===== config.mk =====
export PLATFORM = sky130hd
export DESIGN_NAME = change_dispenser
export DESIGN_NICKNAME = d
export VERILOG_FILES = /design/src/rtl/vend_pkg.sv /design/src/rtl/change_dispenser.sv
export SDC_FILE = /design/constraint.sdc
export NUM_CORES = 1
export LEC_CHECK = 0
export BUFFER_PORTS_ARGS = -buffer_cell sky130_fd_sc_hd__buf_2
export CORE_ASPECT_RATIO = 2
export CORE_MARGIN = 4
export CORE_UTILIZATION = 40
export CTS_CLUSTER_DIAMETER = 80
export CTS_CLUSTER_SIZE = 12
export DETAILED_ROUTE_END_ITERATION = 10
export PLACE_DENSITY_LB_ADDON = 0.08
export SLEW_MARGIN = 20
export SYNTH_ARGS = -nofsm -noshare
export SYNTH_HDL_FRONTEND = slang
export SYNTH_SLANG_ARGS = --single-unit

===== constraint.sdc =====
create_clock -name clk -period 2.45 [get_ports clk]
set_clock_uncertainty 0.15 [all_clocks]
set_input_delay 0.735 -clock clk [delete_from_list [all_inputs] [get_ports clk]]
set_output_delay 0.735 -clock clk [all_outputs]
set_load 0.02 [all_outputs]

===== src/rtl/vend_pkg.sv =====
// Shared vending definitions: coin encoding, coin values, greedy coin
// selection and the change dispenser state encoding.
package vend_pkg;

    // Coin denomination encoding, shared by coin inputs and the dispenser output
    typedef enum logic [1:0] {
        NONE = 2'b00,
        C5   = 2'b01,
        C10  = 2'b10,
        C20  = 2'b11
    } coin_t;

    localparam logic [7:0] C5_VALUE  = 8'd5;
    localparam logic [7:0] C10_VALUE = 8'd10;
    localparam logic [7:0] C20_VALUE = 8'd20;

    // Change dispenser controller states
    typedef enum logic [2:0] {
        IDLE   = 3'd0,
        SELECT = 3'd1,
        ISSUE  = 3'd2,
        GAP    = 3'd3,
        DONE   = 3'd4
    } disp_state_t;

    // Face value of a coin; NONE is worth nothing
    function automatic logic [7:0] coin_value(input coin_t coin);
        logic [7:0] value;
        case (coin)
            C5:      value = C5_VALUE;
            C10:     value = C10_VALUE;
            C20:     value = C20_VALUE;
            default: value = 8'd0;
        endcase
        return value;
    endfunction

    // Largest coin not exceeding the amount still owed; NONE when below 5
    function automatic coin_t greedy_coin(input logic [7:0] amount);
        coin_t coin;
        if (amount >= C20_VALUE) begin
            coin = C20;
        end else if (amount >= C10_VALUE) begin
            coin = C10;
        end else if (amount >= C5_VALUE) begin
            coin = C5;
        end else begin
            coin = NONE;
        end
        return coin;
    endfunction

endpackage


===== src/rtl/change_dispenser.sv =====
// Change dispenser: pays out a requested amount with the fewest 5/10/20
// coins, one coin per hopper handshake. All outputs are registered.
// Optional feature macro HOPPER_TIMEOUT_EN: abort a coin whose hopper
// acknowledge does not arrive within TIMEOUT_CYCLES cycles.
module change_dispenser
    import vend_pkg::*;
#(
    parameter int TIMEOUT_CYCLES = 255
) (
    input  logic       clk,
    input  logic       rst_n,
    input  logic       req_valid,
    input  logic [7:0] req_amount,
    output logic       req_ready,
    output logic       coin_valid,
    output logic [1:0] coin_out,
    input  logic       coin_ack,
    output logic       busy,
    output logic       done,
    output logic       error,
    output logic [7:0] remaining
);

    // The counter is 8 bits wide, so the limit must stay in 1..255.
    if (TIMEOUT_CYCLES < 1 || TIMEOUT_CYCLES > 255) begin : g_bad_timeout
        $error("TIMEOUT_CYCLES must be within 1..255");
    end

    disp_state_t state_q, state_d;
    logic        req_ready_q, req_ready_d;
    logic        coin_valid_q, coin_valid_d;
    coin_t       coin_out_q, coin_out_d;
    logic        busy_q, busy_d;
    logic        done_q, done_d;
    logic        error_q, error_d;
    logic [7:0]  remaining_q, remaining_d;
    coin_t       sel_coin_s;

`ifdef HOPPER_TIMEOUT_EN
    // Last counter value before giving up; the coin is held TIMEOUT_CYCLES cycles.
    localparam logic [7:0] TMO_LIMIT = 8'(TIMEOUT_CYCLES - 1);
    logic [7:0] tmo_cnt_q, tmo_cnt_d;
`endif

    // Next-state logic plus next values of every registered output
    always_comb begin
        state_d     = state_q;
        remaining_d = remaining_q;
        error_d     = error_q;
        coin_out_d  = NONE;
        sel_coin_s  = greedy_coin(remaining_q);
`ifdef HOPPER_TIMEOUT_EN
        tmo_cnt_d   = tmo_cnt_q;
`endif
        case (state_q)
            IDLE: begin
                if (req_valid && req_ready_q) begin
                    remaining_d = req_amount;
                    error_d     = 1'b0;
                    state_d     = SELECT;
                end else begin
                    state_d     = IDLE;
                end
            end
            SELECT: begin
`ifdef HOPPER_TIMEOUT_EN
                tmo_cnt_d = 8'd0;
`endif
                if (sel_coin_s == NONE) begin
                    // Anything left below 5 cannot be paid out.
                    error_d = error_q | (remaining_q != 8'd0);
                    state_d = DONE;
                end else begin
                    coin_out_d = sel_coin_s;
                    state_d    = ISSUE;
                end
            end
            ISSUE: begin
                if (coin_ack) begin
                    // Greedy choice never exceeds remaining, so no underflow.
                    remaining_d = remaining_q - coin_value(coin_out_q);
                    state_d     = GAP;
                end else begin
`ifdef HOPPER_TIMEOUT_EN
                    if (tmo_cnt_q == TMO_LIMIT) begin
                        error_d = 1'b1;
                        state_d = DONE;
                    end else begin
                        tmo_cnt_d  = tmo_cnt_q + 8'd1;
                        coin_out_d = coin_out_q;
                        state_d    = ISSUE;
                    end
`else
                    coin_out_d = coin_out_q;
                    state_d    = ISSUE;
`endif
                end
            end
            GAP: begin
                state_d = SELECT;
            end
            DONE: begin
                state_d = IDLE;
            end
            default: begin
                state_d = IDLE;
            end
        endcase

        req_ready_d  = (state_d == IDLE);
        busy_d       = (state_d != IDLE);
        coin_valid_d = (state_d == ISSUE);
        done_d       = (state_d == DONE);
    end

    // State and output registers, asynchronously cleared
    always_ff @(posedge clk or negedge rst_n) begin
        if (!rst_n) begin
            state_q      <= IDLE;
            req_ready_q  <= 1'b1;
            coin_valid_q <= 1'b0;
            coin_out_q   <= NONE;
            busy_q       <= 1'b0;
            done_q       <= 1'b0;
            error_q      <= 1'b0;
            remaining_q  <= 8'd0;
        end else begin
            state_q      <= state_d;
            req_ready_q  <= req_ready_d;
            coin_valid_q <= coin_valid_d;
            coin_out_q   <= coin_out_d;
            busy_q       <= busy_d;
            done_q       <= done_d;
            error_q      <= error_d;
            remaining_q  <= remaining_d;
        end
    end

`ifdef HOPPER_TIMEOUT_EN
    // Hopper acknowledge wait counter
    always_ff @(posedge clk or negedge rst_n) begin
        if (!rst_n) begin
            tmo_cnt_q <= 8'd0;
        end else begin
            tmo_cnt_q <= tmo_cnt_d;
        end
    end
`endif

    assign req_ready  = req_ready_q;
    assign coin_valid = coin_valid_q;
    assign coin_out   = coin_out_q;
    assign busy       = busy_q;
    assign done       = done_q;
    assign error      = error_q;
    assign remaining  = remaining_q;

endmodule


Word-level counts from Yosys, hierarchy flattened
Index checks and enable logic that the tools add are counted.
- eq/ne operators: 11
- bitwise operators: 1
- multiplexer cells: 19
- reductions and logical operators: 10
- add/sub/neg operators: 1
- order comparisons: 3
- operator list (operator ; number):
    2-to-1 mux 8 bit ; 4
    one-hot mux 8 bit (2 select lines) ; 1
    one-hot mux 5 bit (3 select lines) ; 1
    one-hot mux 3 bit (4 select lines) ; 1
    equality test 3 x 2 -> 1 bit, second input constant ; 3
    >= comparator 8 x 3 -> 1 bit, second input constant ; 1
    >= comparator 8 x 4 -> 1 bit, second input constant ; 1
    >= comparator 8 x 5 -> 1 bit, second input constant ; 1
    2-to-1 mux 2 bit ; 4
    nonzero test 8 bit ; 1
    subtractor 8 bit ; 1
    logical NOT 3 bit ; 2
    != test 2 bit, second input constant ; 3
    AND reduction 3 bit ; 2
    2-to-1 mux 1 bit ; 5
    equality test 2 bit, second input constant ; 2
    one-hot mux 2 bit (2 select lines) ; 1
    nonzero test 2 bit ; 2
    equality test 3 x 1 -> 1 bit, second input constant ; 1
    equality test 3 bit, second input constant ; 1
    2-to-1 mux 3 bit ; 1
    nonzero test 3 bit ; 1
    equality test 2 x 1 -> 1 bit, second input constant ; 1
    logical NOT 2 bit ; 1
    other kinds (3) ; 3
- output and inout bits: 15
- flip-flop bits (word level): 18
- bits of input ports: 12

Longest topological paths before layout
- depth in word-level cells: 8
- mapped depth: 9

Least setup slack after synthesis
Ideal clock, no wire load.
- kind: flip-flop to flip-flop
- start: reg coin_out_q[0] (netlist: coin_out[0])
- end: reg remaining_q[6] (netlist: remaining[6])
- buffers on the path: 0
- data required time: 2165 ps
- arrival: 1811 ps
- slack: 354 ps
- cell stages (with the launch flop): 10
- setup time: 135 ps
- clock period less this slack: 2096 ps
- cells stage by stage: dfrtp_1 > inv_1 > nor2_1 > ha_1 > fa_1 > nor2b_1 > o31a_1 > or3_1 > o22ai_1 > a21oi_1
- longest elaborated chain between the ends: 7
- RTL lines (what ; line ; RTL):
    from (decl) ; change_dispenser.sv:32 ; coin_t coin_out_q, coin_out_d;
    from (signal assigned) ; change_dispenser.sv:131 ; coin_out_q <= coin_out_d;
    equality test 2 bit / equality test 2 x 1 -> 1 bit (equally long branches) ; vend_pkg.sv:29 ; case (coin)
    one-hot mux 5 bit (3 select lines) * ; vend_pkg.sv:29 ;
    2-to-1 mux 8 bit * ; change_dispenser.sv:79 ; if (coin_ack) begin
    2-to-1 mux 8 bit * ; change_dispenser.sv:55 ; case (state_q)
    subtractor 8 bit * ; change_dispenser.sv:81 ; remaining_d = remaining_q - coin_value(coin_out_q);
    2-to-1 mux 8 bit * ; change_dispenser.sv:79 ;
    one-hot mux 8 bit (2 select lines) * ; change_dispenser.sv:55 ;
    to (signal assigned) ; change_dispenser.sv:135 ; remaining_q <= remaining_d;
    to (decl) ; change_dispenser.sv:36 ; logic [7:0] remaining_q, remaining_d;
Every way passes the cells marked *; elsewhere a longest branch is shown, timed or not. The select of a mux whose other input is x is not followed.
A chain may end at the register's enable or synchronous reset.

Worst setup path in the final report
Ends and elaborated chain as after synthesis.

==> results.yml <==
cells_and_area:
  num_antenna_cells: 0
  drive_above_1_share_pct: 27.10
  regArea_um2: 451.7
  fillers: 278
  syn_to_final_growth_pct: 19.18
  fin_nets: 174
  final_cells: 183
  multi_input_area_um2: 611.8
floorplanning:
  core-area_um2: 2603
  start_util_pct: 42.36
  die_x_um: 45.12
  num_rows: 26
  dieArea_um2: 3711
  ios: 27
  die_y_um: 82.24
sta:
  worst_slew_pin_slew_ps: 435.3
  maxClockFrequency_mhz: 467.7
  period_needed_ps: 2138
  finalCritPeriodShare_pct: 87.27
  hold_violations: 0
  rsz0062_at_grt: "no"
  max_slew_margin_pct: 70.91
  fin_tns_setup_ps: 0
  setup_viol: 0
  slew_viol_final: 0
synthesis:
  synth_area_um2: 1102
  ys_warn_count: 0
  ys_ff_latch: 18
  netlist_instances: 128
  ys_seq_area_share_pct: 40.98
  synth_cell_types: 37
  avgSynthCellArea_um2: 8.612
  syn_nets: 146
setup_path:
  crit_path_end_kind: "register"
  regToRegEndpoint: "remaining[6]"
  reg2reg_depth: 9
  critPathLaunchType: "register"
  crit_arrival_ps: 2130
  reg2reg_slack_ps: 310
  cp_max_fo: 4
  crit_type: "register to register"
  rr_startpoint: "coin_out[0]"
  required_ps: 2440
place:
  placedCellCount: 179
  hpwl_mm: 2.117
  io_buffers: 26
  place.gp.congestion: 0.8216
drt:
  first_pass_iters: 4
  ant_nets: 0
  vias: 1020
  drc: 0
  wl_per_cell_um: 14.44
  viasPerCell: 5.574
  drt_iter0_markers: 21
  drt_wl_total_mm: 2.642
cts:
  h-tree-depth: 1
  clock_sinks: 18
  post-cts-setup-buffer-count: 0
  cts.clk_slew.worst_paths_ps: 70
  cts_tree: "yes"
  cts_buffers: 3
  cts_root_buffer: "clkbuf_8"
  cts_hold_buffers: 0
  cts_resized: 0
  worst_skew_pair.late_latency_ps: 250
  cts_buffer_depth: 2
power_and_ir_drop:
  power_density_nw_per_um2: 1499
  swShare_pct: 48.01
  intPower_w: 0.001024
  power_w: 0.001969
  ir_drop_mv: 0.6511
  p_leak_nw: 0.6315
  p_sw_w: 0.0009451
  p_clk_share_pct: 12.4
  seqPwrFrac_pct: 29.5
  comb_power_share_pct: 58.1
grt:
  grt_pass1_vias: 1021
  antenna_found_initial: 0
  grt_use_met2_pct: 29.55
  top_usage_layer: "met2"
  grt_overflow: 0
  grt_max_degree: 19
  grt_usage_pct: 17.10
  grt_pass1_wl_mm: 4.726
  grt_use_met3_pct: 2.169
  grt_use_met1_pct: 19.11
min_path:
  hold_class: "input port to asynchronous set/reset pin"
job:
  timing.max_cap.violations: 0
run_status:
  outcome: "finished clean"
placed cells by master (no fill, tap or decap), types with 2 or more instances in the layout:
cell type	instances
o31a_1	2
o31ai_1	4
o21ai_1	4
and2_1	2
o21a_1	2
nor2_1	19
nor2b_1	3
or3_1	2
nor2_2	3
buf_2	26
inv_1	5
nand2_1	14
o22ai_1	2
ha_1	5
o21ai_0	5
nor3_1	2
dfrtp_1	17
a21oi_1	13
clkbuf_8	4
nand3_1	2
a211oi_1	2
flip-flops by register name, indices dropped and copies added (netlist names):
name and flops:
busy 1, req_ready 1, error 1, remaining 8
done 1, coin_out 2, coin_valid 1, state_q 3
synth_stat cells:
library cell | count | share of area, %
nor2_1 | 19 | 6.5
dfrtp_1 | 17 | 39
nand2_1 | 14 | 4.8
a21oi_1 | 13 | 5.9
ha_1 | 5 | 5.7
inv_1 | 5 | 1.7
o21ai_0 | 5 | 2.3
o21ai_1 | 4 | 1.8
o31ai_1 | 4 | 2.7
clkbuf_1 | 3 | 1.0
nor2_2 | 3 | 1.7
nor2b_1 | 3 | 1.7
a211oi_1 | 2 | 1.4
and2_1 | 2 | 1.1
nand3_1 | 2 | 0.91
nor3_1 | 2 | 0.91
o21a_1 | 2 | 1.4
o22ai_1 | 2 | 1.1
o31a_1 | 2 | 1.6
or3_1 | 2 | 1.1
a21o_1 | 1 | 0.68
a21oi_2 | 1 | 0.79
a22o_1 | 1 | 0.79
a22oi_1 | 1 | 0.68
a2bb2oi_1 | 1 | 0.79
buf_2 | 1 | 0.45
dfstp_2 | 1 | 2.4
fa_1 | 1 | 1.8
inv_2 | 1 | 0.34
nand2_2 | 1 | 0.57
nand4b_1 | 1 | 0.79
nor2b_4 | 1 | 1.2
nor4bb_1 | 1 | 0.91
o2111ai_1 | 1 | 0.79
o21ai_2 | 1 | 0.79
or3_4 | 1 | 1.0
or4b_4 | 1 | 1.2
kinds of logic (layout without fill, tap and decap cells):
logic type                 Yosys count  count (layout)  synth area share (%)
adders and majority gates            6               6                 7.492
buffers and inverters               10              37                 3.518
AOI/OAI and AO/OA                   41              41                 23.50
DFF                                 18              18                 40.98
and+or+nand+nor                     53              53                 24.52
stage by stage:
step | hold slack (ps) | utilization [%] | setup WS [ps] | cell area, um^2
global placement | 330.2 | 48.37 | 339.5 | 1259
finish | 253.9 | 50.48 | 312.0 | 1314
floorplan | 289.4 | - | 353.8 | 1102
detailed placement | 333.4 | 48.37 | 293.3 | 1259
CTS | 267.2 | 50.48 | 284.2 | 1314
global route | 275.1 | 50.48 | 132.6 | 1314
metal layers:
layer	up-vias	wire length [um]
met5	-	0
met2	20	1469
met3	4	75
met1	491	1032
li1	505	-
met4	0	64
worst max-delay path by stage:
stage	to	slack (ps)	startpoint	cells after the start
after floorplan	remaining[6]	350	coin_out[0]	9
after detailed placement	remaining[6]	290	coin_out[0]	9
after global routing	remaining[4]	130	coin_out[0]	9
after global placement	remaining[4]	340	coin_out[0]	9
final	remaining[6]	310	coin_out[0]	9
after CTS	remaining[6]	280	coin_out[0]	9
final cells by class:
cell class | count | share of cell area, %
clock buffer | 4 | 4.190
inverter | 6 | 1.714
multi-input combinational | 100 | 46.57
sequential | 18 | 34.38
tap | 28 | 2.667
timing repair buffer | 27 | 10.48
power groups by stage:
| stage | sequential (W) | combinational [W] | clock [W] |
|---|---|---|---|
| CTS | 0.000583 | 0.00116 | 0.000254 |
| floorplan | 0.000672 | 0.000758 | 0 |
| global placement | 0.000579 | 0.00113 | 0 |
| detailed placement | 0.000588 | 0.00116 | 0 |
| finish | 0.000581 | 0.00114 | 0.000244 |
| global route | 0.000612 | 0.00130 | 0.000263 |
worst max-delay path, stage by stage, from the launching register on:
cell and delay, ps:
dfrtp_1 380, inv_1 90, nor2_1 130, ha_1 200
fa_1 190, nor2b_1 70, o31a_1 270, or3_1 320
o22ai_1 140, a21oi_1 80
No activity file was read; power rests on OpenSTA's default activity.
